<file path="src/rtl/line_refill_ctrl.sv">
// line_refill_ctrl: fetches one cache line as a burst, writes it into the entry data RAM, then signals the tag arbiter to install it
//  miss_req/miss_addr/replace_sel/flush : miss request, address, victim entry and valid_clear from the tag arbiter
//  bus_req/bus_addr/bus_ack              : burst read request handshake (line-aligned base address)
//  bus_rvalid/bus_rdata/bus_err          : read beats and error
//  ram_we/ram_entry/ram_word/ram_wdata   : data RAM write port, one cycle behind each accepted beat
//  line_refill/refill_pa                 : one-cycle install pulse with line base address
//  busy/refill_err                       : not IDLE / aborted refill pulse
module line_refill_ctrl #(
  parameter int ENTRY_NUM  = 8,
  parameter int SEL_WIDTH  = ENTRY_NUM > 1 ? $clog2(ENTRY_NUM) : 1,
  parameter int LINE_WORDS = 8,
  parameter int WORD_SEL   = $clog2(LINE_WORDS)
) (
  input  logic                 clk,
  input  logic                 rst,
  input  logic                 miss_req,
  input  logic [31:0]          miss_addr,
  input  logic [SEL_WIDTH-1:0] replace_sel,
  input  logic                 flush,
  output logic                 bus_req,
  output logic [31:0]          bus_addr,
  input  logic                 bus_ack,
  input  logic                 bus_rvalid,
  input  logic [31:0]          bus_rdata,
  input  logic                 bus_err,
  output logic                 ram_we,
  output logic [SEL_WIDTH-1:0] ram_entry,
  output logic [WORD_SEL-1:0]  ram_word,
  output logic [31:0]          ram_wdata,
  output logic                 line_refill,
  output logic [31:0]          refill_pa,
  output logic                 busy,
  output logic                 refill_err
);
  typedef enum logic [1:0] {IDLE, REQ, BEAT, COMMIT} state_t;
  localparam logic [31:0] OFF_MASK = 32'(LINE_WORDS * 4 - 1);
  state_t state, nxt;
  logic [WORD_SEL-1:0] cnt;
  logic flush_pend, refill_q, beat, last, beat_err;
  assign beat     = state == BEAT && bus_rvalid && !bus_err;
  assign beat_err = state == BEAT && bus_rvalid && bus_err;
  assign last     = beat && cnt == WORD_SEL'(LINE_WORDS - 1);
  // a flush arriving in the COMMIT cycle itself must still kill the install
  assign line_refill = refill_q && !flush;
  always_ff @(posedge clk)
    if (rst) state <= IDLE;
    else state <= nxt;
  always_comb begin
    nxt = state;
    case (state)
      IDLE:    nxt = miss_req && !flush ? REQ : IDLE;
      REQ:     nxt = bus_err ? IDLE : bus_ack ? BEAT : REQ;
      BEAT:    nxt = beat_err ? IDLE : last ? COMMIT : BEAT;
      default: nxt = IDLE;
    endcase
  end
  always_ff @(posedge clk)
    if (rst) begin
      bus_req    <= 1'b0;
      bus_addr   <= '0;
      ram_we     <= 1'b0;
      ram_entry  <= '0;
      ram_word   <= '0;
      ram_wdata  <= '0;
      refill_q   <= 1'b0;
      refill_pa  <= '0;
      busy       <= 1'b0;
      refill_err <= 1'b0;
      cnt        <= '0;
      flush_pend <= 1'b0;
    end else begin
      bus_req    <= nxt == REQ;
      busy       <= nxt != IDLE;
      refill_err <= (state == REQ && bus_err) || beat_err;
      ram_we     <= beat;
      if (state == IDLE && nxt == REQ) begin
        bus_addr  <= miss_addr & ~OFF_MASK;
        ram_entry <= replace_sel;
      end
      if (beat) begin
        ram_word  <= cnt;
        ram_wdata <= bus_rdata;
      end
      cnt        <= state == REQ ? '0 : beat ? cnt + 1'b1 : cnt;
      flush_pend <= nxt == IDLE ? 1'b0 : (state != IDLE && flush) ? 1'b1 : flush_pend;
      refill_q   <= nxt == COMMIT && !flush_pend && !flush;
      if (nxt == COMMIT) refill_pa <= bus_addr;
    end
endmodule

</file>
<file path="config.mk">
export PLATFORM = sky130hd
export DESIGN_NAME = line_refill_ctrl
export DESIGN_NICKNAME = d
export VERILOG_FILES = /design/src/rtl/line_refill_ctrl.sv
export SDC_FILE = /design/constraint.sdc
export NUM_CORES = 1
export LEC_CHECK = 0
export BUFFER_PORTS_ARGS = -buffer_cell sky130_fd_sc_hd__buf_4
export CAP_MARGIN = 30
export CELL_PAD_IN_SITES_DETAIL_PLACEMENT = 1
export CELL_PAD_IN_SITES_GLOBAL_PLACEMENT = 1
export CORE_MARGIN = 4
export CORE_UTILIZATION = 25
export CTS_CLUSTER_DIAMETER = 60
export DETAILED_ROUTE_END_ITERATION = 7
export GPL_ROUTABILITY_DRIVEN = 0
export PLACE_DENSITY = 0.77
export SLEW_MARGIN = 20
export SYNTH_ARGS = -nofsm -noshare
export SYNTH_HDL_FRONTEND = slang
export SYNTH_SLANG_ARGS = --single-unit
</file>
<file path="constraint.sdc">
create_clock -name clk -period 1.51 [get_ports clk]
set_clock_uncertainty 0.15 [all_clocks]
set_input_delay 0.302 -clock clk [delete_from_list [all_inputs] [get_ports clk]]
set_output_delay 0.302 -clock clk [all_outputs]
set_load 0.02 [all_outputs]
</file>
# Word level (Yosys, flattened, before mapping)
# Cells that the tools add are included.
[word_totals] regBits=103 input_bits=74 out_inout_bits=107 elab_cells=46
[op_classes] addsub=1 n_eq_ne=5 mux=6 n_reduce_logical=21
[op_table] cell="logical AND 1 bit" count=11
[op_table] cell="two-way mux 2 bit" count=3
[op_table] cell="case mux 2 bit (3 select lines)" count=1
[op_table] cell="== test 2 x 1 -> 1 bit (second input constant)" count=2
[op_table] cell="== test 2 bit (second input constant)" count=2
[op_table] cell="logical NOT 2 bit" count=2
[op_table] cell="nonzero test 2 bit" count=2
[op_table] cell="OR reduction 2 bit" count=2
[op_table] cell="adder 3 x 1 -> 3 bit (second input constant)" count=1
[op_table] cell="== test 3 bit (second input constant)" count=1
[op_table] cell="logical NOT 1 bit" count=3
[op_table] cell="two-way mux 1 bit" count=2
[op_table] cell="logical OR 1 bit" count=1

# Logic depth before layout (Yosys ltp)
[logic_depth] depth_word=10 ltp_mapped=6 mapped_depth_nobuf=5

# Least setup slack after synthesis
# Ideal clock, no wire load.
[synth_path] kind="register to register" from="reg cnt[0]" to="reg refill_pa[11]" setup_ns=0.070 arrival_time_ns=1.452 t_required_ns=1.290 path_slack_ns=-0.162 path_stages_with_launch=7 path_buffers=2 period_less_slack_ns=1.672 cell_sequence="dfxtp_1 ha_1 ha_1 buf_1 buf_1 nand3_1 a21oi_1"
[synth_via] elab_chain_cells=6
[synth_lines] element="start, declared" line_no="38" source="logic [WORD_SEL-1:0] cnt;"
[synth_lines] element="start signal, assigned" line_no="84" source="cnt <= state == REQ ? '0 : beat ? cnt + 1'b1 : cnt;"
[synth_lines] element="== test 3 bit" line_no="42" source="assign last = beat && cnt == WORD_SEL'(LINE_WORDS - 1);"
[synth_lines] element="logical AND 1 bit" line_no="42"
[synth_lines] element="two-way mux 1 bit" line_no="53" source="BEAT: nxt = beat_err ? IDLE : last ? COMMIT : BEAT;"
[synth_lines] element="two-way mux 2 bit" line_no="53"
[synth_lines] element="case mux 2 bit (3 select lines)" line_no="50" source="case (state)"
[synth_lines] element="== test 2 bit" line_no="87" source="if (nxt == COMMIT) refill_pa <= bus_addr;"
[synth_lines] element="end signal, assigned" line_no="87"
[synth_lines] element="end, declared" line_no="31" source="output logic [31:0] refill_pa,"
# No other way between the ends.
# A chain may end at the register's enable or synchronous reset.

# Final worst setup path
[layout_path] from="reg state[0]" to="reg bus_addr[12]"
[layout_via] elab_chain_cells=9 elab_cells_between_ends=12 cone_classes="3 x eq/ne; 3 x mux; 6 x reduce/logical"
[layout_lines] element="start, declared" line_no="37" source="state_t state, nxt;"
[layout_lines] element="start signal, assigned" line_no="47" source="else state <= nxt;"
[layout_lines] element="== test 2 bit" line_no="40, 41, 50"
[layout_lines] element="logical AND 1 bit" line_no="40, 41"
[layout_lines] element="logical AND 1 bit" line_no="40" source="assign beat = state == BEAT && bus_rvalid && !bus_err;"
[layout_lines] element="logical AND 1 bit" line_no="42"
[layout_lines] element="two-way mux 1 bit" line_no="53"
[layout_lines] element="two-way mux 2 bit" line_no="53"
[layout_lines] element="case mux 2 bit (3 select lines)" line_no="50"
[layout_lines] element="== test 2 x 1 -> 1 bit" line_no="76" source="if (state == IDLE && nxt == REQ) begin"
[layout_lines] element="logical AND 1 bit (*)" line_no="76"
[layout_lines] element="end signal, assigned" line_no="77" source="bus_addr <= miss_addr & ~OFF_MASK;"
[layout_lines] element="end, declared" line_no="21" source="output logic [31:0] bus_addr,"
# Every way passes the cells marked *; elsewhere a longest branch is shown, timed or not.

==> metrics <==
Overall Power=5.66 mW; total track usage=0.148; First-pass DRT Iterations=4; Die ar.=0.0172 mm^2; critical path class=flip-flop to flip-flop; Port Buffer Count=between 150 and 200; Worst Reg2Reg Path Length in Cells=4; CTS Root Cell=clkbuf_16; vias=between 3,000 and 4,000; core box area=0.0147 mm^2; Max Clock Freq=about 650 MHz; placed cell area=0.00530 mm^2; antenna viol nets, final=0; largest net degree at the start of global routing=43; initial drt markers=99; max_cap viols=0; Synth warnings=0; Vias/cell=around 4.6; r2r startpoint=state[0]; share of cells above drive strength 1=0.447; run status=finished with violations; design area=roughly 0.006 mm^2; # DRC=0; WL final=13.9 mm; dpl cells=between 800 and 900; post-route clock period utilization=1.02; post-synthesis mux area share=0; die height=~130 um; crit path from=state[0]; RSZ-0062 raised after global routing=yes; antenna cells=0; NumNets Final=just over 700; final hold vios=0; slowest stage delay, CP=approximately 0.58 ns; Initial Utilization=0.258; simple-gate share of the synthesized area=0.203; crit end category=flip-flop; violated checks=setup timing; H-tree Lvls=3; synthesized cell area=0.00380 mm^2; P per Cell Area=923 mW/mm^2; R2R Path End=bus_addr[12]; post-synthesis sequential area ratio=0.543; library cells used by synthesis=29; Synth Area in Compound Gates=0.172; Leak=between 2 and 3 nW; Synth Instances=~460; Synth Register Bits=about 100; first-pass GRT wire length=20.8 mm; Post-Synth XOR/XNOR Area=0.00231; row count=44; I/O pin count=181; Final Slew Violations=0; crit path capture=bus_addr[12]; mean post-synth cell area=roughly 8.2 um^2; main combinational cell family by area after synthesis=simple AND/OR/NAND/NOR gates; class of the worst hold path=input pin to flip-flop; commonest cells after routing, fill and taps aside=buf_4, nand2_1, dfxtp_1; CP max FO=20; startpoint types=flip-flop; Worst EP required=~1.6 ns; hpwl dp=a little under 10 mm; Worst VDD drop=~0.54 mV; Num CTS Buffers=9; die width=around 130 um; Hold Buf Count CTS=0; GR Overflow Total=0; Worst Setup Slack, final=-0.0336 ns; Final Core Density=0.417; synth-to-layout area growth=61.5%; Final Setup Violations=between 40 and 50; antenna violations before repair=0; vias in the first global route=4,030; Worst-Skew Late Latency=between 0.3 and 0.4 ns; adder-cell share of the synthesized area=0.00659; post-DR wirelength/cell=16.8 um; CTS tree=built; fin cells=between 800 and 900; Final Critical Period=around 1.5 ns; Worst path slowest cell=or4b_4; worst path cell trace=or4b_4 -> buf_12 -> nand2_1 -> a21oi_2; Arr. time, crit path=1.62 ns; Clock Sinks=just over 100; Worst-path clk slew=roughly 0.07 ns; commonest non-fill, non-tap cell in the layout=buf_4; Worst R2R Setup Slack=-0.03 ns; Max Root-Sink Buffers=2
synthesized netlist by cell type:
cell type  instances  area share
nand2_1          135        0.13
dfxtp_1          103        0.54
a21oi_1           96        0.13
o21ai_0           28       0.037
nand3_1           27       0.036
clkbuf_1          15       0.015
buf_2             13       0.017
buf_4             10       0.020
buf_6              5       0.015
nor2_1             5      0.0049
inv_1              3      0.0030
nor2b_1            3      0.0049
buf_1              2      0.0020
ha_1               2      0.0066
nor3b_1            2      0.0040
a211oi_1           1      0.0020
a221oi_1           1      0.0023
a221oi_2           1      0.0040
and4bb_2           1      0.0033
clkbuf_2           1      0.0013
conb_1             1     0.00099
nand4bb_1          1      0.0030
nor3_1             1      0.0013
nor4_1             1      0.0016
nor4b_2            1      0.0040
nor4bb_1           1      0.0026
or2_2              1      0.0016
or4b_1             1      0.0026
xnor2_1            1      0.0023
power by group:
part / internal (mW) / total (mW) / switching (mW)
registers: 2.76 / 2.80 / 0.0394
logic: 0.298 / 0.614 / 0.316
clock network: 1.26 / 2.24 / 0.979
layer usage:
layer | track usage | routed length, um
met4 | 0.0496 | 197
met3 | 0.0516 | 989
met1 | 0.171 | 5860
met5 | 0 | 0
met2 | 0.257 | 6890
flip-flops by register name, summed over array words and instances, names as in the netlist:
name	flops
ram_wdata	32
bus_addr	27
refill_pa	27
cnt	3
ram_entry	3
ram_word	3
state	2
bus_req	1
busy	1
flush_pend	1
ram_we	1
refill_err	1
refill_q	1
logic make-up after synthesis:
family	after synthesis
buf+inv	49
xor+xnor	1
compound gates	127
flops	103
fa+ha+maj	2
other cells	1
simple gates	180
final cells by class:
type / count / area, um^2
fillers: 1703 / 8570
well taps: 184 / 230
clock buffers: 10 / 229
inverters: 3 / 11.3
repair buffers: 205 / 1770
flip-flops and latches: 103 / 2070
multi-input cells: 320 / 1780
clock inverters: 5 / 50.0
critical path, delay by kind of cell (launching register included):
family,cells,cell delay [ns]
AOI/OAI and AO/OA,1,0.06
and+or+nand+nor,2,0.67
DFF,1,0.36
buffers and inverters,1,0.18
metrics by stage:
step	hold slack (ns)	setup WS, ns	TNS (ns)
final	0.0471	-0.0336	-0.594
after global routing	0.0434	-0.115	-4.19
after CTS	0.0341	-0.0111	-0.0299
after detailed placement	0.272	-0.146	-5.29
after global placement	0.259	-0.0898	-2.23
after floorplan	0.228	-0.0235	-0.470
worst min-delay path by stage:
stage / slack (ns) / start / cells after the start / endpoint
finish: 0.05 / miss_addr[7] / 3 / bus_addr[7]
global route: 0.04 / bus_rdata[2] / 3 / ram_wdata[2]
CTS: 0.03 / bus_rdata[2] / 3 / ram_wdata[2]
detailed placement: 0.27 / flush_pend / 1 / refill_q
floorplan: 0.23 / flush / 1 / refill_q
global placement: 0.26 / flush_pend / 1 / refill_q
timing repair:
| action | CTS | global route |
|---|---|---|
| buffers inserted | 1 | 3 |
| resized for setup | 22 | 97 |
| cloned | 0 | 9 |
| pin swaps | 3 | 25 |
| setup endpoints to repair | 87 | 62 |
No activity file was read; power rests on OpenSTA's default activity.
